**config.mk**
```make
export PLATFORM = sky130hd
export DESIGN_NAME = pipe_rca_addsub
export DESIGN_NICKNAME = d
export VERILOG_FILES = /design/src/rtl/pipe_rca_addsub.sv
export SDC_FILE = /design/constraint.sdc
export NUM_CORES = 1
export LEC_CHECK = 0
export ABC_AREA = 1
export CAP_MARGIN = 20
export CORE_MARGIN = 2
export CORE_UTILIZATION = 60
export DETAILED_ROUTE_END_ITERATION = 8
export PLACE_DENSITY = 0.89
export SYNTH_ARGS = -nofsm -noshare
export SYNTH_HDL_FRONTEND = slang
export SYNTH_SLANG_ARGS = --single-unit
```
**constraint.sdc**
```tcl
create_clock -name clk -period 7.65 [get_ports clk]
set_clock_uncertainty 0.1 [all_clocks]
set_input_delay 1.9125 -clock clk [delete_from_list [all_inputs] [get_ports clk]]
set_output_delay 1.9125 -clock clk [all_outputs]
set_load 0.005 [all_outputs]
```
**src/rtl/pipe_rca_addsub.sv**
```systemverilog
// rtl/pipe_rca_addsub.sv - pipelined ripple-carry adder/subtractor with valid/ready flow control
module pipe_rca_addsub #(
  parameter int n      = 16,
  parameter int STAGES = 4
) (
  input  logic         clk,
  input  logic         rst,
  input  logic         in_valid,
  output logic         in_ready,
  input  logic [n-1:0] A,
  input  logic [n-1:0] B,
  input  logic         C_in,
  input  logic         sub,
  output logic         out_valid,
  input  logic         out_ready,
  output logic [n-1:0] S_out,
  output logic         C_out,
  output logic         ovf
);

  localparam int W = n / STAGES;

  // Index 0 is the input capture register; index k+1 holds the result of stage k.
  // Operand skew buffers are only needed up to the last stage's input.
  logic         v_q [0:STAGES];
  logic [n-1:0] s_q [0:STAGES];
  logic         c_q [0:STAGES];
  logic [n-1:0] a_q [0:STAGES-1];
  logic [n-1:0] b_q [0:STAGES-1];
  logic         ovf_q;

  logic [n-1:0] s_nx [0:STAGES-1];
  logic         c_nx [0:STAGES-1];
  logic         ovf_nx;
  logic [W:0]   chunk;
  logic         en;

  // The whole pipe advances together; a stalled output freezes every stage.
  assign en        = !out_valid || out_ready;
  assign in_ready  = en;
  assign out_valid = v_q[STAGES];
  assign S_out     = s_q[STAGES];
  assign C_out     = c_q[STAGES];
  assign ovf       = ovf_q;

  // Per-stage chunk add: stage k resolves bits [k*W +: W] with the carry from stage k-1.
  always_comb begin
    chunk  = '0;
    ovf_nx = 1'b0;
    for (int k = 0; k < STAGES; k++) begin
      chunk   = {1'b0, a_q[k][k*W +: W]} + {1'b0, b_q[k][k*W +: W]} + {{W{1'b0}}, c_q[k]};
      s_nx[k] = s_q[k];
      s_nx[k][k*W +: W] = chunk[W-1:0];
      c_nx[k] = chunk[W];
    end
    // Carry into the MSB is recovered as a^b^sum at bit n-1 of the last stage.
    ovf_nx = a_q[STAGES-1][n-1] ^ b_q[STAGES-1][n-1] ^ s_nx[STAGES-1][n-1] ^ c_nx[STAGES-1];
  end

  // Pipeline registers: capture (with B inversion for subtract), skew buffers, partial sums.
  always_ff @(posedge clk or posedge rst) begin
    if (rst) begin
      for (int k = 0; k <= STAGES; k++) begin
        v_q[k] <= 1'b0;
        s_q[k] <= '0;
        c_q[k] <= 1'b0;
      end
      for (int k = 0; k < STAGES; k++) begin
        a_q[k] <= '0;
        b_q[k] <= '0;
      end
      ovf_q <= 1'b0;
    end else if (en) begin
      v_q[0] <= in_valid;
      a_q[0] <= A;
      b_q[0] <= sub ? ~B : B;
      c_q[0] <= C_in;
      s_q[0] <= '0;
      for (int k = 1; k < STAGES; k++) begin
        a_q[k] <= a_q[k-1];
        b_q[k] <= b_q[k-1];
      end
      for (int k = 0; k < STAGES; k++) begin
        v_q[k+1] <= v_q[k];
        s_q[k+1] <= s_nx[k];
        c_q[k+1] <= c_nx[k];
      end
      ovf_q <= ovf_nx;
    end
  end

endmodule
```
# --- Word level (Yosys, flattened, before mapping) ---
# Cells that the tools add are included.
classes:
  muxes: 1
  n_lt_le_gt_ge: 0
  n_mul: 0
  n_reduce_logical: 2
  div: 0
  eq_ne: 0
  bitwise: 4
  addsub: 8
  shift: 0
op_table:
  columns: ["op", "count"]
  rows:
  - ["adder 4 x 4 -> 5 bit", 4]
  - ["adder 5 x 1 -> 5 bit", 4]
  - ["two-way mux 16 bit", 1]
  - ["inverter 16 bit", 1]
  - ["XOR 1 bit", 3]
  - ["zero test 1 bit", 1]
  - ["logical OR 1 bit", 1]
word_totals:
  n_memories: 0
  ram_bits: 0
  wordCells: 38
  in_bits: 38
  latchBits: 0
  out_inout_bits: 20
  romBits: 0
  regBits: 179

# --- Longest topological paths before layout ---
# Gate-level depths: netlist of the first run.
depth:
  depth_word: 4
  mapped_depth: 8
  depth_no_buf: 8

# --- Least setup slack after synthesis of the first run ---
# Ideal clock, no wire load.
synth_timing:
  path_kind: "in2out"
  start: "in out_ready"
  end: "out in_ready"
  setup_slack_ns: 3.239
  arrival_ns: 2.399
  path_buffers: 2
  path_stages: 4
  t_required_ns: 5.637
  cell_sequence: "nor2_4 -> inv_2 -> buf_6 -> buf_2"
synth_between:
  elab_chain_cells: 1
synth_rtl:
  columns: ["element", "line_no", "source"]
  rows:
  - ["from (decl)", "15", "input logic out_ready,"]
  - ["logical OR 1 bit", "39", "assign en = !out_valid || out_ready;"]
  - ["to (decl)", "9", "output logic in_ready,"]
# Every way passes these cells.

# --- Final worst setup path of the first run ---
# Same ends and word-level chain as after synthesis.

==> impl_metrics.json, run 1 <==
{
  "path_clk_slew_ns": 0.06,
  "initial_antenna_violation_count": 0,
  "finalWorstPathRequiredPeriod_ns": 5.119,
  "cellPowerDensity_mw_per_mm2": 437.2,
  "post_cts_hold_buffer_count": 0,
  "maxCapViolations": 0,
  "grt_usage_pct": 25.68,
  "max_slew_margin_pct": 30.50,
  "worstSkewPairLatency_ns": 0.52,
  "status": "finished clean",
  "syn_to_final_growth_pct": 19.84,
  "cts_tree": "done",
  "std_cell_rows": 35,
  "timing.fmax_mhz": 195.4,
  "via_count_of_the_first_global_routing_pass": 4256,
  "route.antenna.remaining_nets": 0,
  "synth.avg_cell_area_um2": 9.234,
  "place_inst": 750,
  "total_setup_violations_reported_at_the_end_of_the_flow": 0,
  "post-cts-setup-buffer-count": 0,
  "timing_worst_setup_path_type": "in -> out",
  "pin_count_of_the_biggest_net_entering_global_routing": 113,
  "drt-met1-wl_um": 4712,
  "worstSetupEndpointType": "output pin",
  "hpwlAfterDp_um": 6771,
  "cts_buffers": 17,
  "power_frac_comb_pct": 32.6,
  "leakagePower_nw": 3.343,
  "htree_num_levels": 4,
  "avgRoutedWirePerCell_um": 15.27,
  "place_congestion": 0.8240,
  "totalNegativeSetupSlack_ns": 0,
  "dpl-instance-area_mm2": 0.006153,
  "hold_violations": 0,
  "worstSetupStartpointType": "input pin",
  "final_cell_area_mm2": 0.006728,
  "drt_iter0_markers": 329,
  "finish.net_count": 716,
  "initial_utilization_pct": 61.34,
  "met2WireLength_um": 6328,
  "swShare_pct": 34.93,
  "topRoutingLayerUsed": "met4",
  "floorplan.io_pins": 58,
  "synth_edf_count": 0,
  "min-delay-path-class": "reg -> reg",
  "netlist-cell-type-count": 21,
  "max_root_sink_buffers": 2,
  "dr_total_vias": 4245,
  "power.share.sequential_pct": 40.4,
  "post_cts_resized": 0,
  "intPower_mw": 1.914,
  "share_of_flip_flops_with_an_asynchronous_set_or_reset_pct": 100.0,
  "final_max_slew_viol_count": 0,
  "overflow": 0,
  "die_boundary_width_um": 100.7,
  "net_sw_power_mw": 1.027,
  "clock-sinks": 131,
  "fp.coreArea_mm2": 0.009153,
  "min_period_over_period_pct": 66.91,
  "detail_route.wirelength_um": 11910,
  "clkPwrFrac_pct": 27.0,
  "cp_cell_sequence": "clkdlybuf4s50_1 > nor2_4 > inv_2 > clkdlybuf4s50_1",
  "critical_path_required_ns": 5.64,
  "critPathMaxStageDelay_ns": 0.54,
  "first_pass_grt_wire_length_um": 19880,
  "die-area_mm2": 0.01015,
  "syn-num-nets": 666,
  "post_route_cells_drive_above_1_share_pct": 5.232,
  "worstPathMaxFanout": 2,
  "drt-vias-per-instance": 5.442,
  "synth-warning-count": 0,
  "n_antenna_cell": 0,
  "synth_flop_cell": "sky130_fd_sc_hd__dfrtp_1",
  "remaining_drc_errors": 0,
  "final-instance-count-excl-fill": 780,
  "syn-instance-count": 608,
  "wl_met3_um": 507,
  "arrival_ns": 3.11,
  "post_synth_instance_area_mm2": 0.005614,
  "drt-pass1-iter-count": 5,
  "cts.root.buffer_cell": "sky130_fd_sc_hd__clkbuf_8",
  "die_y_um": 100.7,
  "rsz_0062_raised_after_global_routing": "false",
  "crit_path_top_delay_cell": "sky130_fd_sc_hd__clkdlybuf4s50_1",
  "worst-slew-pin-transition_ns": 1.042,
  "crit_top_cell": "sky130_fd_sc_hd__clkdlybuf4s50_1",
  "synth-seq-cells": 131,
  "io_buffer_count": 57,
  "max_ir_drop_vdd_mv": 0.2129,
  "seq_area_frac_synth_pct": 58.39
}
[registers in the layout, summed over array words and instances, names as in the netlist]
| register | cells |
|---|---|
| C_out | 1 |
| S_out | 16 |
| a_q | 40 |
| b_q | 40 |
| c_q | 4 |
| out_valid | 1 |
| ovf | 1 |
| s_nx | 24 |
| v_q | 4 |
[path summary, 6_finish.rpt]
path	startpoint	end	slack (ns)	cells past startpoint
hold reg to reg	b_q[61]	b_q[45]	0.37	2
setup / recovery	out_ready	in_ready	2.53	4
max in group asynchronous	rst	b_q[27]	4.33	3
hold / removal	b_q[61]	b_q[45]	0.37	2
setup reg to reg	out_valid	a_q[43]	5.31	5
min in group asynchronous	rst	a_q[61]	1.82	2
[cells in the final DEF (no fill, tap or decap)]
cell / count
sky130_fd_sc_hd__inv_4: 1
sky130_fd_sc_hd__o21ai_0: 61
sky130_fd_sc_hd__inv_2: 1
sky130_fd_sc_hd__nor2_1: 13
sky130_fd_sc_hd__nor2_4: 1
sky130_fd_sc_hd__clkbuf_8: 4
sky130_fd_sc_hd__nand3b_1: 1
sky130_fd_sc_hd__or2_2: 3
sky130_fd_sc_hd__ha_1: 12
sky130_fd_sc_hd__clkbuf_16: 16
sky130_fd_sc_hd__buf_4: 4
sky130_fd_sc_hd__xnor2_1: 16
sky130_fd_sc_hd__clkbuf_1: 5
sky130_fd_sc_hd__o31ai_1: 1
sky130_fd_sc_hd__clkdlybuf4s50_1: 57
sky130_fd_sc_hd__clkinv_2: 2
sky130_fd_sc_hd__inv_1: 37
sky130_fd_sc_hd__fa_1: 8
sky130_fd_sc_hd__o21ai_1: 10
sky130_fd_sc_hd__nand2_1: 262
sky130_fd_sc_hd__bufinv_16: 3
sky130_fd_sc_hd__a21oi_1: 6
sky130_fd_sc_hd__nand3_1: 13
sky130_fd_sc_hd__xor2_1: 1
sky130_fd_sc_hd__dfrtp_1: 131
[synthesized netlist by cell type, types with 4 or more instances]
master / count / area share, %
sky130_fd_sc_hd__a21oi_1: 6 / 0.53
sky130_fd_sc_hd__buf_2: 6 / 0.53
sky130_fd_sc_hd__buf_4: 14 / 1.9
sky130_fd_sc_hd__buf_6: 4 / 0.80
sky130_fd_sc_hd__clkbuf_1: 6 / 0.40
sky130_fd_sc_hd__dfrtp_1: 131 / 58
sky130_fd_sc_hd__fa_1: 8 / 2.9
sky130_fd_sc_hd__ha_1: 12 / 2.7
sky130_fd_sc_hd__inv_1: 38 / 2.5
sky130_fd_sc_hd__nand2_1: 262 / 18
sky130_fd_sc_hd__nand3_1: 13 / 1.2
sky130_fd_sc_hd__nor2_1: 13 / 0.87
sky130_fd_sc_hd__o21ai_0: 61 / 5.4
sky130_fd_sc_hd__o21ai_1: 10 / 0.89
sky130_fd_sc_hd__xnor2_1: 16 / 2.5
[per-stage QoR]
step / total power [mW] / util, % / hold slack [ns] / setup slack, ns
global placement: 2.019 / 67.23 / 0.3524 / 2.541
floorplan: 1.802 / - / 0.3400 / 2.140
CTS: 2.943 / 73.51 / 0.3684 / 2.536
finish: 2.942 / 73.51 / 0.3671 / 2.531
detailed placement: 2.091 / 67.23 / 0.3549 / 2.535
global route: 3.137 / 73.51 / 0.3869 / 2.506
[layout make-up]
class	instances	area (um^2)
multi-input combinational	408	1987
clock buffer	25	474.2
clock inverter	5	100.1
tap	111	138.9
sequential	131	3278
fill	566	2425
inverter	39	148.9
timing repair buffer	61	600.6
[critical path, delay by kind of cell]
kind	cells	cell delay, ns
buffers and inverters	3	1.11
and+or+nand+nor	1	0.07
[metal layers]
| layer | global-route usage [%] | vias up |
|---|---|---|
| li1 | - | 1991 |
| met1 | 31.39 | 2089 |
| met2 | 43.69 | 133 |
| met3 | 6.103 | 32 |
| met4 | 11.17 | 0 |
| met5 | 0 | - |
[power by group through the flow]
| stage | Combinational [mW] | Clock (mW) | Sequential, mW |
|---|---|---|---|
| CTS | 0.958 | 0.799 | 1.19 |
| floorplan | 0.658 | 0 | 1.14 |
| detailed placement | 0.908 | 0 | 1.18 |
| global placement | 0.847 | 0 | 1.17 |
| global route | 1.09 | 0.827 | 1.22 |
| finish | 0.960 | 0.794 | 1.19 |
[kinds of logic after synthesis]
family	synth area share (%)
fa+ha+maj	5.527
compound gates	6.998
xor+xnor	2.652
buf+inv	6.218
flops	58.39
simple gates	20.21
(Power assumes the default switching activity.)
==> run 2, diff against run 1 <==
--- a/config.mk
+++ b/config.mk
@@ -8,9 +8,9 @@
 export ABC_AREA = 1
 export CAP_MARGIN = 20
 export CORE_MARGIN = 2
-export CORE_UTILIZATION = 60
+export CORE_UTILIZATION = 56
 export DETAILED_ROUTE_END_ITERATION = 8
-export PLACE_DENSITY = 0.89
+export PLACE_DENSITY = 0.84
 export SYNTH_ARGS = -nofsm -noshare
 export SYNTH_HDL_FRONTEND = slang
 export SYNTH_SLANG_ARGS = --single-unit
==> constraint.sdc (replaced) <==
create_clock -name clk -period 5.2 [get_ports clk]
set_clock_uncertainty 0.1 [all_clocks]
set_input_delay 1.3 -clock clk [delete_from_list [all_inputs] [get_ports clk]]
set_output_delay 1.3 -clock clk [all_outputs]
set_load 0.005 [all_outputs]
==> impl_metrics.json, run 2 (synthesis gave the netlist of run 1 again) <==
{
  "drt-pass1-iter-count": 4,
  "n_antenna_cell": 0,
  "initial_antenna_violation_count": 0,
  "std_cell_rows": 36,
  "via_count_of_the_first_global_routing_pass": 4160,
  "crit_path_top_delay_cell": "sky130_fd_sc_hd__clkdlybuf4s50_1",
  "arrival_ns": 2.46,
  "post_route_cells_drive_above_1_share_pct": 6.399,
  "cp_cell_sequence": "clkdlybuf4s50_1 > nor2_4 > inv_2 > clkdlybuf4s50_1",
  "post-cts-setup-buffer-count": 0,
  "path_clk_slew_ns": 0.06,
  "fillerInstances": 717,
  "total_power_mw": 4.323,
  "hpwlAfterDp_um": 6620,
  "hold_violations": 0,
  "htree_num_levels": 4,
  "pin_count_of_the_biggest_net_entering_global_routing": 113,
  "detail_route.wirelength_um": 11110,
  "min-delay-path-class": "reg -> reg",
  "drt-vias-per-instance": 5.077,
  "finalWorstPathRequiredPeriod_ns": 3.860,
  "place_inst": 773,
  "placement.setup.worst_slack_ns": 1.331,
  "cts_tree": "done",
  "worstPathMaxFanout": 2,
  "overflow": 0,
  "path_delay_family": "buffers and inverters",
  "timing.fmax_mhz": 259.1,
  "final.setup.worst_slack_ns": 1.340,
  "die_boundary_width_um": 104.1,
  "worst_case_hold_slack_ns": 0.3634,
  "worstSetupStartpointType": "input pin",
  "die-area_mm2": 0.01084,
  "worst-slew-pin-transition_ns": 1.045,
  "cellPowerDensity_mw_per_mm2": 635.8,
  "syn_to_final_growth_pct": 21.11,
  "crit_buf_inv": 3,
  "total_setup_violations_reported_at_the_end_of_the_flow": 0,
  "worstSkewPairLatency_ns": 0.52,
  "multi_input_comb_area_mm2": 0.001987,
  "max_root_sink_buffers": 2,
  "critical_path_required_ns": 3.80,
  "avgRoutedWirePerCell_um": 13.80,
  "post_cts_hold_buffer_count": 0,
  "post_cts_resized": 0,
  "totalNegativeSetupSlack_ns": 0,
  "crit_top_cell": "sky130_fd_sc_hd__clkdlybuf4s50_1",
  "leakagePower_nw": 3.351,
  "critPathMaxStageDelay_ns": 0.51,
  "cts_buffers": 17,
  "final_max_slew_viol_count": 0,
  "finish.net_count": 717,
  "timing_worst_setup_path_type": "in -> out",
  "initial_utilization_pct": 57.44,
  "min_period_over_period_pct": 74.23,
  "status": "finished clean",
  "register_area_mm2": 0.003278,
  "commonest_non_fill_non_tap_cell_in_the_layout": "sky130_fd_sc_hd__nand2_1",
  "first_pass_grt_wire_length_um": 18860,
  "max_ir_drop_vdd_mv": 0.2761,
  "remaining_drc_errors": 0,
  "dr_total_vias": 4087,
  "rsz_0062_raised_after_global_routing": "false",
  "clock-sinks": 131,
  "max_slew_margin_pct": 30.34,
  "maxCapViolations": 0,
  "cts.root.buffer_cell": "sky130_fd_sc_hd__clkbuf_8",
  "route.antenna.remaining_nets": 0,
  "grt_usage_pct": 22.11,
  "die_y_um": 104.1,
  "worstSetupEndpointType": "output pin",
  "final-instance-count-excl-fill": 805,
  "io_buffer_count": 57,
  "place_congestion": 0.7736,
  "fp.coreArea_mm2": 0.009774,
  "floorplan.io_pins": 58,
  "layout.cells.most_common_list": "sky130_fd_sc_hd__nand2_1 (262), sky130_fd_sc_hd__dfrtp_1 (131), sky130_fd_sc_hd__o21ai_0 (61)",
  "drt_iter0_markers": 228
}
## run 2: cell count changes in the layout (fill, tap and decap cells not counted)
cell / delta
sky130_fd_sc_hd__clkinv_4: +2
sky130_fd_sc_hd__buf_4: +1
sky130_fd_sc_hd__clkbuf_1: -5
sky130_fd_sc_hd__clkinvlp_4: +5
## run 2: worst paths after layout
path                                 end  slack, ns  depth (start not counted)  startpoint
worst max-delay path            in_ready       1.34                          4   out_ready
min in group asynchronous       S_out[3]       1.23                          2         rst
worst max register to register    v_q[3]       2.94                          5   out_valid
max in group asynchronous        b_q[29]       2.85                          3         rst
worst min-delay path             b_q[39]       0.36                          2     b_q[55]
worst min register to register   b_q[39]       0.36                          2     b_q[55]
## run 2: final cells by class
cell class              instances  area share [%]
clock buffers                  20           6.699
flip-flops and latches        131           48.21
well taps                     133           2.448
repair buffers                 62           8.944
multi-input cells             408           29.22
inverters                      39           2.190
clock inverters                12           2.282
## run 2: metal layers
| metal | up-vias | share of wire (%) | routed length (um) | GRT usage [%] |
|---|---|---|---|---|
| met3 | 27 | 5.2 | 573 | 6.579 |
| met4 | 0 | 3.1 | 341 | 9.556 |
| met1 | 1958 | 40 | 4476 | 25.82 |
| met2 | 105 | 51 | 5714 | 38.02 |
| met5 | - | 0 | 0 | 0 |
| li1 | 1997 | - | - | - |
## run 2: worst reg2reg max path: stages, from the launching register on
cell and delay (ns):
sky130_fd_sc_hd__dfrtp_1 0.36, sky130_fd_sc_hd__inv_1 0.07, sky130_fd_sc_hd__nor2_4 0.09, sky130_fd_sc_hd__buf_4 0.32, sky130_fd_sc_hd__buf_4 0.80, sky130_fd_sc_hd__o21ai_0 0.35
## run 2: power by group
group / switching (mW) / total (mW) / internal, mW
Sequential: 0.265 / 1.74 / 1.47
Clock: 0.433 / 1.20 / 0.767
Combinational: 0.801 / 1.38 / 0.582
## run 2: stage by stage
stage / cell area [um^2] / utilization (%)
CTS: 6799 / 69.56
global route: 6799 / 69.56
floorplan: 5614 / -
detailed placement: 6188 / 63.31
global placement: 6188 / 63.31
finish: 6799 / 69.56
==> edit 1, RTL diff (settings of run 2) <==
Change the parameter `n` from 16 to 17.
--- a/src/rtl/pipe_rca_addsub.sv
+++ b/src/rtl/pipe_rca_addsub.sv
@@ -1,6 +1,6 @@
 // rtl/pipe_rca_addsub.sv - pipelined ripple-carry adder/subtractor with valid/ready flow control
 module pipe_rca_addsub #(
-  parameter int n      = 16,
+  parameter int n      = 17,
   parameter int STAGES = 4
 ) (
   input  logic         clk,
Ports: changed (resized A, B and S_out); port bits go from 58 to 61. The function was not compared with the original's and may differ.
==> edit 1 against run 2 <==
Cell area rose by 5.4%. Largest cell class unchanged. Sequential cell count up 8. Worst setup slack worse by 0.0049 ns. Synthesized area up 5.3%. Highest routed layer unchanged. Count of clock-buffer cells in the layout grew 1. Synthesized cell count grew 8.2%. Power up 3.4%. Routed wire length is 3.0% higher. Critical path type unchanged.
==> edit 1: results (changes against run 2) <==
worst-margin pin slew - 0.9154 ns (-0.1295 ns)
Area after DPL - 0.006549 mm2 (+5.8%)
Placed Instances - 826 (+6.9%)
CTS buffer count - 17 (unchanged)
routed len/inst - 13.31 um (-3.5%)
Post-synth ARST share - 100.0% (unchanged)
crit-path max FO - 2 (unchanged)
maximum vdd drop - 294.6 uV (+6.7%)
post_cts resized - 0 (unchanged)
CTS max path bufs - 2 (unchanged)
ranking of synthesized cells by area - dfrtp_1 59%, nand2_1 20%, o21ai_0 4.9%
initial DRC count - 380 (+67%)
largest net degree at the start of global routing - 125 (+11%)
P_sw - 1.551 mW (+3.4%)
leakage power total - 3.596 nW (+7.3%)
GRT Util Overall - 22.10% (about the same)
fraction of the yosys area taken by sequential cells - 58.81% (+0.42 points)
CTS root buf - clkbuf_8
Hold WC Path Type - register to register
cells after synthesis - 658 (+8.2%)
Antenna diodes - 0 (unchanged)
final WL - 11440 um (+3.0%)
Yosys Warn Count - 0 (unchanged)
syn_nets - 718 (+7.8%)
most instantiated cells after synthesis - 314 x nand2_1, 139 x dfrtp_1, 58 x o21ai_0
router iterations before antenna repair - 6 (+2)
vias in the first global route - 4383 (+5.4%)
final net count - 770 (+7.4%)
distinct cell type count after synthesis - 20 (-4.8%)
Buffers on Ports - 59 (+3.5%)
layout cells sized above 1 - 6.224% (-0.17 points)
antenna violations before repair - 0 (unchanged)
outcome - finished, final reports clean
Clock Latency Late Sink - 0.52 ns (about the same)
area leader, netlist - dfrtp_1
clock transition at the registers of the reported paths - 0.06 ns (about the same)
Synth Flop Type - dfrtp_1
routability-driven placement congestion ratio - 0.8022 (+3.7%)
HPWL after detailed placement - 7009 um (+5.9%)
first-pass GRT wire length - 19970 um (+5.9%)
CP arrival - 2.47 ns
H-tree levels - 4 (unchanged)
vias per inst - 5.065 (-0.23%)
Post-CTS Setup Bufs - 0 (unchanged)
## edit 1: changes by cell type after synthesis, sizes merged, moves of 2 or more
| cell | change |
|---|---|
| a21oi | -3 |
| clkbuf | +2 |
| dfrtp | +8 |
| nand2 | +52 |
| o21ai | -12 |
| or2 | +3 |
## edit 1: kinds of logic (layout without fill, tap and decap cells)
logic type | Yosys count | count (layout) | synth area share, %
and+or+nand+nor | 346 | 346 | 22.59
other | 1 | 1 | 0.06340
DFF | 139 | 139 | 58.81
AOI/OAI and AO/OA | 63 | 63 | 5.352
buffers and inverters | 72 | 137 | 5.416
adders and majority gates | 20 | 20 | 5.246
xor gates and xnor gates | 17 | 17 | 2.517
## edit 1: layout make-up
class	count	area [um2]
flip-flops and latches	139	3478
fillers	742	3108
multi-input cells	447	2116
repair buffers	65	655.6
clock buffers	21	449.2
well taps	136	170.2
inverters	40	156.4
clock inverters	11	143.9
## edit 1: routing by layer
| metal | share of wire [%] | vias up | track usage (%) | wire length [um] |
|---|---|---|---|---|
| li1 | - | 2123 | - | - |
| met3 | 4.1 | 21 | 5.046 | 464 |
| met5 | 0 | - | 0 | 0 |
| met2 | 49 | 117 | 35.67 | 5637 |
| met4 | 1.5 | 0 | 7.050 | 175 |
| met1 | 45 | 2090 | 30.06 | 5158 |
## edit 1: final timing paths
| path | slack [ns] | to | depth (start not counted) | start |
|---|---|---|---|---|
| max in group asynchronous | 2.91 | b_q[26]$_DFFE_PP0P_ | 3 | rst |
| min in group asynchronous | 1.20 | v_q[2]$_DFFE_PP0P_ | 2 | rst |
| min reg2reg | 0.37 | b_q[42]$_DFFE_PP0P_ | 2 | b_q[59]$_DFFE_PP0P_ |
| max reg2reg | 2.89 | a_q[26]$_DFFE_PP0P_ | 5 | out_valid$_DFFE_PP0P_ |
| min | 0.37 | b_q[42]$_DFFE_PP0P_ | 2 | b_q[59]$_DFFE_PP0P_ |
| max | 1.33 | in_ready | 4 | out_ready |
## edit 1: critical path, cell delays in order
cell and delay, ns:
clkdlybuf4s50_1 0.44, nor2_4 0.19, clkinv_2 0.09, clkdlybuf4s50_1 0.44
## edit 1: power groups by stage
stage               sequential [mW]  clock (mW)  combinational (mW)
floorplan                      1.78           0               0.980
global placement               1.82           0                1.30
detailed placement             1.85           0                1.39
CTS                            1.84        1.21                1.43
global route                   1.90        1.26                1.65
finish                         1.84        1.20                1.43
## edit 1: per-stage QoR
| step | hold WS (ns) | power [mW] | setup WS, ns |
|---|---|---|---|
| floorplan | 0.3400 | 2.762 | 0.07548 |
| CTS | 0.3729 | 4.475 | 1.335 |
| finish | 0.3746 | 4.471 | 1.335 |
| global route | 0.3929 | 4.810 | 1.303 |
| detailed placement | 0.3563 | 3.235 | 1.335 |
| global placement | 0.3527 | 3.124 | 1.343 |
==> edit 2, RTL diff (settings of run 2) <==
Made on the original files. Register the output `ovf` once more, cleared by the reset; this adds one clock of latency there. The other outputs are not delayed to match.
--- a/src/rtl/pipe_rca_addsub.sv
+++ b/src/rtl/pipe_rca_addsub.sv
@@ -41,7 +41,13 @@
   assign out_valid = v_q[STAGES];
   assign S_out     = s_q[STAGES];
   assign C_out     = c_q[STAGES];
-  assign ovf       = ovf_q;
+  always_ff @(posedge clk or posedge rst) begin
+    if (rst) begin
+      ovf <= '0;
+    end else begin
+      ovf <= ovf_q;
+    end
+  end
 
   // Per-stage chunk add: stage k resolves bits [k*W +: W] with the carry from stage k-1.
   always_comb begin
Formal check against the unedited RTL: not equivalent (Yosys sat finds a counterexample within 10 cycles, from zero or initial values and one cycle with rst high).
==> edit 2 against run 2 <==
Routed wire length is 0.65% lower. Via count rose by 0.37%. Sequential cell count grew 1. Die area up 0.43%. Worst setup slack is essentially flat. Synthesized area is 0.45% higher. Global-route usage decreased by 0.16 points. Cell area grew 0.13%. Register-to-register slack worse by 0.05 ns. Power fell by 1.1%. Critical endpoint unchanged. Largest cell class unchanged.
==> edit 2: results (changes against run 2) <==
outcome - finished, final reports clean
M1 WL - 4448 um (-0.63%)
Reg-to-Reg End - b_q[62]$_DFFE_PP0P_
Finished Layout Cells - 806 (+0.12%)
ranking of synthesized cells by area - dfrtp_1 59%, nand2_1 17%, o21ai_0 5.4%
slew margin rel. - 40.38% (+10 points)
Filler cells - 696 (-2.9%)
M2 GR Usage - 37.07% (-0.95 points)
Place WS - 1.331 ns (-0.0007100 ns)
met1 GRT Util - 27.05% (+1.2 points)
vias per inst - 5.089 (+0.24%)
most instantiated cells after synthesis - 262 x nand2_1, 132 x dfrtp_1, 61 x o21ai_0
initial DRC count - 263 (+15%)
vias in the first global route - 4057 (-2.5%)
fraction of the yosys area taken by sequential cells - 58.58% (+0.18 points)
routability-driven placement congestion ratio - 0.7868 (+1.7%)
period utilisation layout - 74.24% (about the same)
GRT Util Overall - 21.96% (-0.16 points)
Placed Instances - 774 (+0.13%)
flop2flop setup slack - 2.89 ns (-0.05 ns)
HPWL after detailed placement - 6924 um (+4.6%)
router iterations before antenna repair - 5 (+1)
Detail Route met3 WL - 543 um (-5.2%)
final net count - 718 (+0.14%)
leakage power total - 3.350 nW (about the same)
Hold Startpoint - ovf_q$_DFFE_PP0P_
cell depth of the worst hold path - 0 (-2)
syn_nets - 667 (+0.15%)
layout cells sized above 1 - 6.389% (-0.0095 points)
## edit 2: layout make-up
cell class	instances	area, um2	area share (%)
tap	133	166.4	2.444
multi-input combinational	408	1987	29.19
clock inverter	14	153.9	2.261
inverter	39	148.9	2.187
sequential	132	3303	48.52
clock buffer	18	427.9	6.286
timing repair buffer	62	620.6	9.116
## edit 2: power by group
part	switching (mW)	internal, mW	total (mW)
Combinational	0.794	0.580	1.37
Clock	0.456	0.698	1.15
Sequential	0.261	1.48	1.75
## edit 2: kinds of logic after synthesis
kind of cell               synth area share [%]
and+or+nand+nor                           20.12
DFF                                       58.58
AOI/OAI and AO/OA                         6.967
buffers and inverters                     6.190
adders and majority gates                 5.502
xor gates and xnor gates                  2.640
## edit 2: critical path, cell delays in order
cell and delay, ns:
clkdlybuf4s50_1 0.53, nor2_4 0.07, inv_2 0.06, clkdlybuf4s50_1 0.49
